**config.mk**
```make
export PLATFORM = sky130hd
export DESIGN_NAME = slice_gather_flat
export DESIGN_NICKNAME = d
export VERILOG_FILES = /design/src/rtl/slice_gather_if.sv /design/src/rtl/slice_gather.sv /design/src/flat_wrapper.sv
export SDC_FILE = /design/constraint.sdc
export NUM_CORES = 1
export LEC_CHECK = 0
export ABC_AREA = 0
export ABC_CLOCK_PERIOD_IN_PS = 2050
export CAP_MARGIN = 20
export CORE_MARGIN = 2
export CORE_UTILIZATION = 50
export CTS_CLUSTER_SIZE = 10
export DETAILED_ROUTE_END_ITERATION = 10
export GPL_TIMING_DRIVEN = 0
export PLACE_DENSITY = 0.76
export SYNTH_ARGS = -nofsm -noshare
export SYNTH_HDL_FRONTEND = slang
export SYNTH_SLANG_ARGS = --single-unit
```
**constraint.sdc**
```tcl
create_clock -name clk -period 2.05 [get_ports clk]
set_clock_uncertainty 0.1 [all_clocks]
set_input_delay 0.41 -clock clk [delete_from_list [all_inputs] [get_ports clk]]
set_output_delay 0.41 -clock clk [all_outputs]
set_load 0.01 [all_outputs]
```
**src/rtl/slice_gather_if.sv**
```systemverilog
// Slice input and assembled-word output channels of slice_gather.
interface slice_gather_if;
    logic        in_valid;
    logic        in_ready;
    logic [1:0]  in_lane;
    logic [11:0] in_data;
    logic        out_valid;
    logic        out_ready;
    logic [40:0] out_data;
    logic [3:0]  out_miss;
    logic        out_tmo;

    // Producer of slices / consumer of words.
    modport master (
        output in_valid, in_lane, in_data, out_ready,
        input  in_ready, out_valid, out_data, out_miss, out_tmo
    );

    // The reassembly stage itself.
    modport slave (
        input  in_valid, in_lane, in_data, out_ready,
        output in_ready, out_valid, out_data, out_miss, out_tmo
    );
endinterface

```
**src/rtl/slice_gather.sv**
```systemverilog
// Gathers three 12-bit slices and one 5-bit tail slice into a 41-bit word.
// Missing lanes are filled with FILL_BIT and flagged; a timer bounds the
// collection phase. The output register lets one word wait in FULL while
// the previous one is stalled downstream.
module slice_gather #(
    parameter logic FILL_BIT = 1'b0,
    parameter int   TIMEOUT  = 64
) (
    input  logic          clk,
    input  logic          rst,
    input  logic          start,
    input  logic [3:0]    lane_en,
    slice_gather_if.slave bus,
    output logic          err
);
    localparam logic [1:0] IDLE     = 2'd0;
    localparam logic [1:0] COLLECT  = 2'd1;
    localparam logic [1:0] FULL     = 2'd2;
    localparam logic [7:0] TMR_LAST = 8'(TIMEOUT - 1);

    logic [1:0]  state_reg, state_next;
    logic [3:0]  mask_reg, rcvd_reg, rcvd_next, new_bit;
    logic [40:0] asm_reg, asm_next;
    logic [7:0]  tmr_reg;
    logic        tmo_reg;
    logic        out_valid_reg, out_tmo_reg, err_reg;
    logic [40:0] out_data_reg;
    logic [3:0]  out_miss_reg;

    logic collect, accept, lane_ok, done, tmr_hit, xfer;

    assign collect   = (state_reg == COLLECT);
    assign accept    = collect && bus.in_valid;
    assign lane_ok   = accept && mask_reg[bus.in_lane] && !rcvd_reg[bus.in_lane];
    assign new_bit   = lane_ok ? (4'b0001 << bus.in_lane) : 4'b0000;
    assign rcvd_next = rcvd_reg | new_bit;
    assign done      = (rcvd_next == mask_reg);
    assign tmr_hit   = (tmr_reg == TMR_LAST);
    assign xfer      = (state_reg == FULL) && (!out_valid_reg || bus.out_ready);

    // Per-lane field update: a lane's field takes the slice only on the
    // cycle its first valid slice is accepted.
    genvar gi;
    generate
        for (gi = 0; gi < 3; gi++) begin : g_lane
            assign asm_next[gi*12 +: 12] = new_bit[gi] ? bus.in_data
                                                       : asm_reg[gi*12 +: 12];
        end
    endgenerate
    assign asm_next[40:36] = new_bit[3] ? bus.in_data[4:0] : asm_reg[40:36];

    // Assembly FSM next-state decode.
    always_comb begin
        state_next = state_reg;
        case (state_reg)
            IDLE:    if (start) state_next = (lane_en == 4'd0) ? FULL : COLLECT;
            COLLECT: if (done || tmr_hit) state_next = FULL;
            FULL:    if (xfer) state_next = IDLE;
            default: state_next = IDLE;
        endcase
    end

    // Assembly state, lane bookkeeping and collection timer.
    always_ff @(posedge clk) begin
        if (rst) begin
            state_reg <= IDLE;
            mask_reg  <= 4'd0;
            rcvd_reg  <= 4'd0;
            asm_reg   <= {41{FILL_BIT}};
            tmr_reg   <= 8'd0;
            tmo_reg   <= 1'b0;
        end else begin
            state_reg <= state_next;
            if (state_reg == IDLE && start) begin
                mask_reg <= lane_en;
                rcvd_reg <= 4'd0;
                asm_reg  <= {41{FILL_BIT}};
                tmr_reg  <= 8'd0;
                tmo_reg  <= 1'b0;
            end else if (collect) begin
                rcvd_reg <= rcvd_next;
                asm_reg  <= asm_next;
                if (!done) begin
                    if (tmr_hit) tmo_reg <= 1'b1;
                    else         tmr_reg <= tmr_reg + 8'd1;
                end
            end
        end
    end

    // Output register: a transfer from FULL wins over a drain.
    always_ff @(posedge clk) begin
        if (rst) begin
            out_valid_reg <= 1'b0;
            out_data_reg  <= 41'd0;
            out_miss_reg  <= 4'd0;
            out_tmo_reg   <= 1'b0;
        end else if (xfer) begin
            out_valid_reg <= 1'b1;
            out_data_reg  <= asm_reg;
            out_miss_reg  <= ~rcvd_reg;
            out_tmo_reg   <= tmo_reg;
        end else if (out_valid_reg && bus.out_ready) begin
            out_valid_reg <= 1'b0;
        end
    end

    // Protocol error pulse: dropped slice or start outside IDLE.
    always_ff @(posedge clk) begin
        if (rst) err_reg <= 1'b0;
        else     err_reg <= (accept && !lane_ok) || (start && state_reg != IDLE);
    end

    assign bus.in_ready  = collect;
    assign bus.out_valid = out_valid_reg;
    assign bus.out_data  = out_data_reg;
    assign bus.out_miss  = out_miss_reg;
    assign bus.out_tmo   = out_tmo_reg;
    assign err           = err_reg;
endmodule

```
**src/flat_wrapper.sv**
```systemverilog
// flat-port wrapper written by rule: the top's interface ports become plain ports
module slice_gather_flat 
#(
    parameter logic FILL_BIT = 1'b0,
    parameter int   TIMEOUT  = 64
)
  (clk, rst, start, lane_en, err, bus_in_valid, bus_in_lane, bus_in_data, bus_out_ready, bus_in_ready, bus_out_valid, bus_out_data, bus_out_miss, bus_out_tmo);
  slice_gather_if bus_i ();
  input  logic clk;
  input  logic rst;
  input  logic start;
  input  logic [3:0] lane_en;
  output logic err;
  input wire logic [$bits(bus_i.in_valid)-1:0] bus_in_valid;
  input wire logic [$bits(bus_i.in_lane)-1:0] bus_in_lane;
  input wire logic [$bits(bus_i.in_data)-1:0] bus_in_data;
  input wire logic [$bits(bus_i.out_ready)-1:0] bus_out_ready;
  output wire logic [$bits(bus_i.in_ready)-1:0] bus_in_ready;
  output wire logic [$bits(bus_i.out_valid)-1:0] bus_out_valid;
  output wire logic [$bits(bus_i.out_data)-1:0] bus_out_data;
  output wire logic [$bits(bus_i.out_miss)-1:0] bus_out_miss;
  output wire logic [$bits(bus_i.out_tmo)-1:0] bus_out_tmo;
  assign bus_i.in_valid = bus_in_valid;
  assign bus_i.in_lane = bus_in_lane;
  assign bus_i.in_data = bus_in_data;
  assign bus_i.out_ready = bus_out_ready;
  assign bus_in_ready = bus_i.in_ready;
  assign bus_out_valid = bus_i.out_valid;
  assign bus_out_data = bus_i.out_data;
  assign bus_out_miss = bus_i.out_miss;
  assign bus_out_tmo = bus_i.out_tmo;
  slice_gather #(.FILL_BIT(FILL_BIT), .TIMEOUT(TIMEOUT)) u_core (.clk(clk), .rst(rst), .start(start), .lane_en(lane_en), .bus(bus_i), .err(err));
endmodule
```
After elaboration in Yosys (flattened, before gate mapping) --
Index checks and enable logic that the tools add are counted. W data, S select, Z words.
Storage, ports and cells: bits in registers 108, bits of input ports 23, output and inout bits 49, logic and storage cells 66
Cells by class: add/sub/neg operators 1, $lt $le $gt $ge 1, equality and inequality tests 7, shift operators 1, muxes and demuxes 12, bitwise logic cells 4, reduce and logical (&&, ||, !) cells 26
Operators by type and width (count):
- $reduce_and A3 Y1 | 3
- $add A8 B1 Y8 const B | 1
- $eq A8 B6 Y1 const B | 1
- $logic_and A1 B1 Y1 | 8
- $mux W2 | 4
- $reduce_and A2 Y1 | 4
- $pmux W2 S3 | 1
- $bmux W1 S2 | 2
- $eq A4 B4 Y1 | 1
- $logic_not A4 Y1 | 1
- $mux W1 | 4
- $mux W4 | 1
- $ne A2 B2 Y1 const B | 2
- $not A4 Y4 | 1
- $or A4 B4 Y4 | 1
- $reduce_bool A2 Y1 | 2
- $shl A1 B2 Y4 const A | 1
- $logic_not A1 Y1 | 3
- $logic_or A1 B1 Y1 | 3
- $lt A2 B3 Y1 const B | 1
- $eq A2 B1 Y1 const B | 1
- $eq A2 B2 Y1 const B | 1
- $logic_not A2 Y1 | 1
- $ne A2 B1 Y1 const B | 1
- 2 further kinds | 3

Depth between registers and ports, before layout --
word-level depth 10, gate-level depth with buffers 7

Least setup slack after synthesis --
OpenSTA, ideal clock, no wires.
path kind in2reg, from in bus_in_lane[0], to reg u_core.asm_reg[26], arrival time 1.719 ns, slack 0.103 ns, cell stages on the path 6, cells stage by stage buf_2 -> or3_1 -> nor3b_4 -> buf_6 -> mux2i_1 -> nor2_1
On the way: longest elaborated chain between the ends 6
RTL lines:
- start: declaration | RTL line flat_wrapper.sv:15 | input wire logic [$bits(bus_i.in_lane)-1:0] bus_in_lane;
- $bmux W1 S2 | RTL line slice_gather.sv:34 | assign lane_ok = accept && mask_reg[bus.in_lane] && !rcvd_reg[bus.in_lane];
- $mux W1 (not written as such) | RTL line slice_gather.sv:34
- $logic_and A1 B1 Y1 or $logic_not A1 Y1 (tied branches) | RTL line slice_gather.sv:34
- $logic_and A1 B1 Y1 | RTL line slice_gather.sv:34
- $mux W4 (*) | RTL line slice_gather.sv:35 | assign new_bit = lane_ok ? (4'b0001 << bus.in_lane) : 4'b0000;
- $reduce_and A2 Y1 (no source line) (*)
- end signal: assignment | RTL line slice_gather.sv:69 | asm_reg <= {41{FILL_BIT}};
- end signal: assignment | RTL line slice_gather.sv:77 | asm_reg <= {41{FILL_BIT}};
- end signal: assignment | RTL line slice_gather.sv:82 | asm_reg <= asm_next;
- end: declaration | RTL line slice_gather.sv:23 | logic [40:0] asm_reg, asm_next;
Every way passes the cells marked *; elsewhere a longest branch is shown, timed or not. The select of a mux whose other input is x is not followed. A chain may end at the register's enable or synchronous reset.

Final worst setup path --
from reg u_core.state_reg[1], to reg u_core.tmo_reg
On the way: longest elaborated chain between the ends 9
RTL lines:
- start: declaration | RTL line slice_gather.sv:21 | logic [1:0] state_reg, state_next;
- start signal: assignment | RTL line slice_gather.sv:73 | state_reg <= state_next;
- $eq A2 B1 Y1 | RTL line slice_gather.sv:32 | assign collect = (state_reg == COLLECT);
- $logic_and A1 B1 Y1 | RTL line slice_gather.sv:33 | assign accept = collect && bus.in_valid;
- $logic_and A1 B1 Y1 (2 in a row) | RTL line slice_gather.sv:34
- $mux W4 | RTL line slice_gather.sv:35
- $or A4 B4 Y4 | RTL line slice_gather.sv:36 | assign rcvd_next = rcvd_reg | new_bit;
- $eq A4 B4 Y1 | RTL line slice_gather.sv:37 | assign done = (rcvd_next == mask_reg);
- $not A1 Y1 (no source line)
- $reduce_and A3 Y1 (no source line)
- end signal: assignment | RTL line slice_gather.sv:71 | tmo_reg <= 1'b0;
- end signal: assignment | RTL line slice_gather.sv:79 | tmo_reg <= 1'b0;
- end signal: assignment | RTL line slice_gather.sv:84 | if (tmr_hit) tmo_reg <= 1'b1;
- end: declaration | RTL line slice_gather.sv:25 | logic tmo_reg;
Parallel ways exist; a longest one is shown, timed or not.

==> flow_metrics.env <==
export IMPL_run_status="complete, no violations"
export IMPL_finalNetCount=596
export IMPL_power_leakage_nw=1.79
export IMPL_detail_route_first_pass_iterations=4
export IMPL_fill_cells=656
export IMPL_preCtsSetupSlack_ns=-0.659
export IMPL_synthesis_area_mm2=0.00416
export IMPL_first_global_vias=3473
export IMPL_clock_tree_from_tritoncts="built"
export IMPL_r2r_end="u_core.tmo_reg"
export IMPL_ant_nets=0
export IMPL_place_port_buffers=70
export IMPL_synthArstFlopShare_pct=0
export IMPL_fmaxAchievable_ghz=0.497
export IMPL_tightest_slew_ns=0.524
export IMPL_totalWireLength_um=10300
export IMPL_place_congestion=0.849
export IMPL_clk_path_buf_depth=2
export IMPL_post_cts_hold_buffer_count=0
export IMPL_grt_max_degree=19
export IMPL_highest_layer="met4"
export IMPL_fin_tns_setup_ns=0
export IMPL_required_ns=2.21
export IMPL_clk_latency_ns=0.37
export IMPL_htreeDepth=3
export IMPL_drt_iter0_drc=181
export IMPL_cts_sinks=108
export IMPL_grt_antenna_before_repair=0
export IMPL_detailed_place_hpwl_um=7150
export IMPL_timing_hold_worst_class="flop to flop"
export IMPL_fraction_of_final_layout_cells_sized_beyond_drive_strength_1_pct=11.1
export IMPL_finalWorstSetupSlack_ns=0.0362
export IMPL_ff2ff_setup_slack_ns=0.04
export IMPL_synth_edff_count=0
export IMPL_fp_coreArea_mm2=0.00813
export IMPL_io_pins=72
export IMPL_row_count=33
export IMPL_tritoncts_num_buffers=9
export IMPL_final_worst_hold_slack_ns=0.358
export IMPL_initial_core_utilization_pct=51.1
export IMPL_area_growth_pct=29.5
export IMPL_worst_flop_to_flop_path_startpoint="u_core.state_reg[1]"
export IMPL_ys_seq_elements=108
export IMPL_setup_worst_path_end_class="flop"
export IMPL_syn_num_nets=506
export IMPL_power_per_cell_area_mw_per_mm2=737
export IMPL_maximum_fanout_along_the_worst_path=10
export IMPL_final_max_slew_violation_count=0
export IMPL_dr_wl_met2_um=4860
export IMPL_holdCritStartpoint="u_core.asm_reg[7]"
export IMPL_drv_max_cap_violation_count=0
export IMPL_whs_path_depth=2
export IMPL_detail_route_wirelength_met1_um=4620
export IMPL_cp_start_kind="flop"
export IMPL_synth_avg_cell_area_um2=8.62
export IMPL_overflow=0
export IMPL_viasPerCell=5.39
export IMPL_synth_yosys_seq_area_share_pct=52.0
export IMPL_fp_dieW_um=95.2
export IMPL_synthCells=482
export IMPL_mostFrequentLayoutCell="sky130_fd_sc_hd__nand2_1"
export IMPL_avgRoutedWirePerCell_um=15.1
export IMPL_max_slew_margin_pct=65.1
export IMPL_clkSlewWorstSetupHoldPaths_ns=0.10
export IMPL_synth_top_cell_area_share_pct=52.0
export IMPL_synth_ff_type="sky130_fd_sc_hd__dfxtp_1"
export IMPL_netlist_top_cells_area="sky130_fd_sc_hd__dfxtp_1 (52%), sky130_fd_sc_hd__nand2_1 (10%), sky130_fd_sc_hd__mux2i_1 (8.4%)"
export IMPL_vdd_ir_drop_max_v=0.000562
export IMPL_yosys_warnings=0
export IMPL_layout_min_cycle_time_ns=2.01
export IMPL_area_used_by_multi_input_combinational_logic_mm2=0.00194
export IMPL_detail_route_drc_violations=0
export IMPL_die_y_um=95.2
export IMPL_min_delay_worst_endpoint="u_core.asm_reg[7]"
export IMPL_antennaDiodeCount=0
export IMPL_design_die_area_mm2=0.00906
export IMPL_worst_endpoint_data_arrival_time_ns=2.18
export IMPL_finalCritPeriodShare_pct=98.2
export IMPL_groute_usage_overall_pct=23.8
export IMPL_setup_worst_path_class="flop to flop"
export IMPL_seq_area_mm2=0.00217
export IMPL_post_place_cells=657
export IMPL_layout_cells_most_common_list="sky130_fd_sc_hd__nand2_1 (113), sky130_fd_sc_hd__dfxtp_1 (104), sky130_fd_sc_hd__clkdlybuf4s50_1 (66)"
export IMPL_cts_root_buf="sky130_fd_sc_hd__clkbuf_8"
export IMPL_yosysTopAreaCell="sky130_fd_sc_hd__dfxtp_1"
export IMPL_finalNonFillerCells=682
export IMPL_cells_on_worst_reg2reg_path=7
export IMPL_routed_wl_met3_um=522
export IMPL_finalSetupViolations=0
export IMPL_first_pass_grt_wire_length_um=16600
export IMPL_num_vias=3678
export IMPL_report_final_hold_viol_count=0
export IMPL_netlist_cell_type_count=42
## worst max path at each step
stage / startpoint / end / slack, ns / cells past startpoint
3_3_place_gp: bus_in_lane[1] / u_core.asm_reg[18] / -0.66 / 8
3_5_place_dp: bus_in_lane[1] / u_core.asm_reg[17] / -0.66 / 8
2_1_floorplan: bus_in_lane[0] / u_core.asm_reg[26] / 0.10 / 6
5_1_grt: u_core.state_reg[1] / u_core.asm_reg[26] / -0.002 / 6
4_1_cts: u_core.state_reg[0] / u_core.asm_reg[3] / 0.02 / 7
6_report: u_core.state_reg[1] / u_core.tmo_reg / 0.04 / 7
## per-stage QoR
step	cell area [um^2]	utilization, %	total power [mW]
final	5380	66.2	3.97
after CTS	5310	65.3	3.95
after global placement	4990	61.3	2.63
after floorplan	4160	-	2.46
after global routing	5380	66.2	4.12
after detailed placement	4990	61.3	2.64
## report_power, final
part | internal (mW) | switching (mW) | total, mW
clock | 0.569 | 0.728 | 1.30
sequential | 2.13 | 0.0288 | 2.16
combinational | 0.201 | 0.313 | 0.513
## kinds of logic after synthesis
group                    Yosys count  share of synthesized area (%)
AO/OA/AOI/OAI                     90                           12.5
adder cells (fa/ha/maj)            1                          0.301
buffers and inverters             37                           3.88
flip-flops                       108                           52.0
multiplexers                      35                           8.43
AND/OR/NAND/NOR                  211                           22.9
## synth_stat cells (3+ instances only)
cell type / number
sky130_fd_sc_hd__a211oi_1: 5
sky130_fd_sc_hd__a21oi_1: 66
sky130_fd_sc_hd__buf_2: 6
sky130_fd_sc_hd__clkbuf_1: 22
sky130_fd_sc_hd__dfxtp_1: 108
sky130_fd_sc_hd__inv_1: 6
sky130_fd_sc_hd__mux2i_1: 35
sky130_fd_sc_hd__nand2_1: 114
sky130_fd_sc_hd__nand2b_1: 3
sky130_fd_sc_hd__nand3_1: 7
sky130_fd_sc_hd__nor2_1: 51
sky130_fd_sc_hd__nor2b_1: 7
sky130_fd_sc_hd__nor3_1: 3
sky130_fd_sc_hd__o21ai_1: 3
sky130_fd_sc_hd__o311ai_0: 3
sky130_fd_sc_hd__o31ai_1: 5
sky130_fd_sc_hd__or3_1: 4
sky130_fd_sc_hd__or4_1: 5
## critical path, stage by stage (launching register included)
cell and delay, ns:
sky130_fd_sc_hd__dfxtp_4 0.39, sky130_fd_sc_hd__nand3b_4 0.18, sky130_fd_sc_hd__buf_4 0.15, sky130_fd_sc_hd__o311ai_2 0.30, sky130_fd_sc_hd__o2111a_2 0.32, sky130_fd_sc_hd__buf_2 0.23
sky130_fd_sc_hd__nor3_1 0.07, sky130_fd_sc_hd__o21a_1 0.16
## layer usage
| layer | GRT usage (%) | vias up |
|---|---|---|
| met1 | 30.0 | 1713 |
| met4 | 12.0 | 0 |
| met5 | 0 | - |
| li1 | - | 1819 |
| met3 | 3.64 | 26 |
| met2 | 39.6 | 120 |
## area by class of cell
type                    count  area share [%]
flip-flops and latches    108            40.3
multi-input cells         338            36.1
repair buffers             79            14.1
plain buffers              30            2.88
well taps                 105            2.44
clock buffers               9            2.30
clock inverters             7            1.40
inverters                   6           0.419
## timing repair
action / CTS / global route
endpoints found under the setup margin: 56 / 46
cloned: 1 / 1
resized for setup: 27 / 24
setup buffers: 3 / 5
pin swaps: 4 / 2
(Power assumes the default switching activity.)
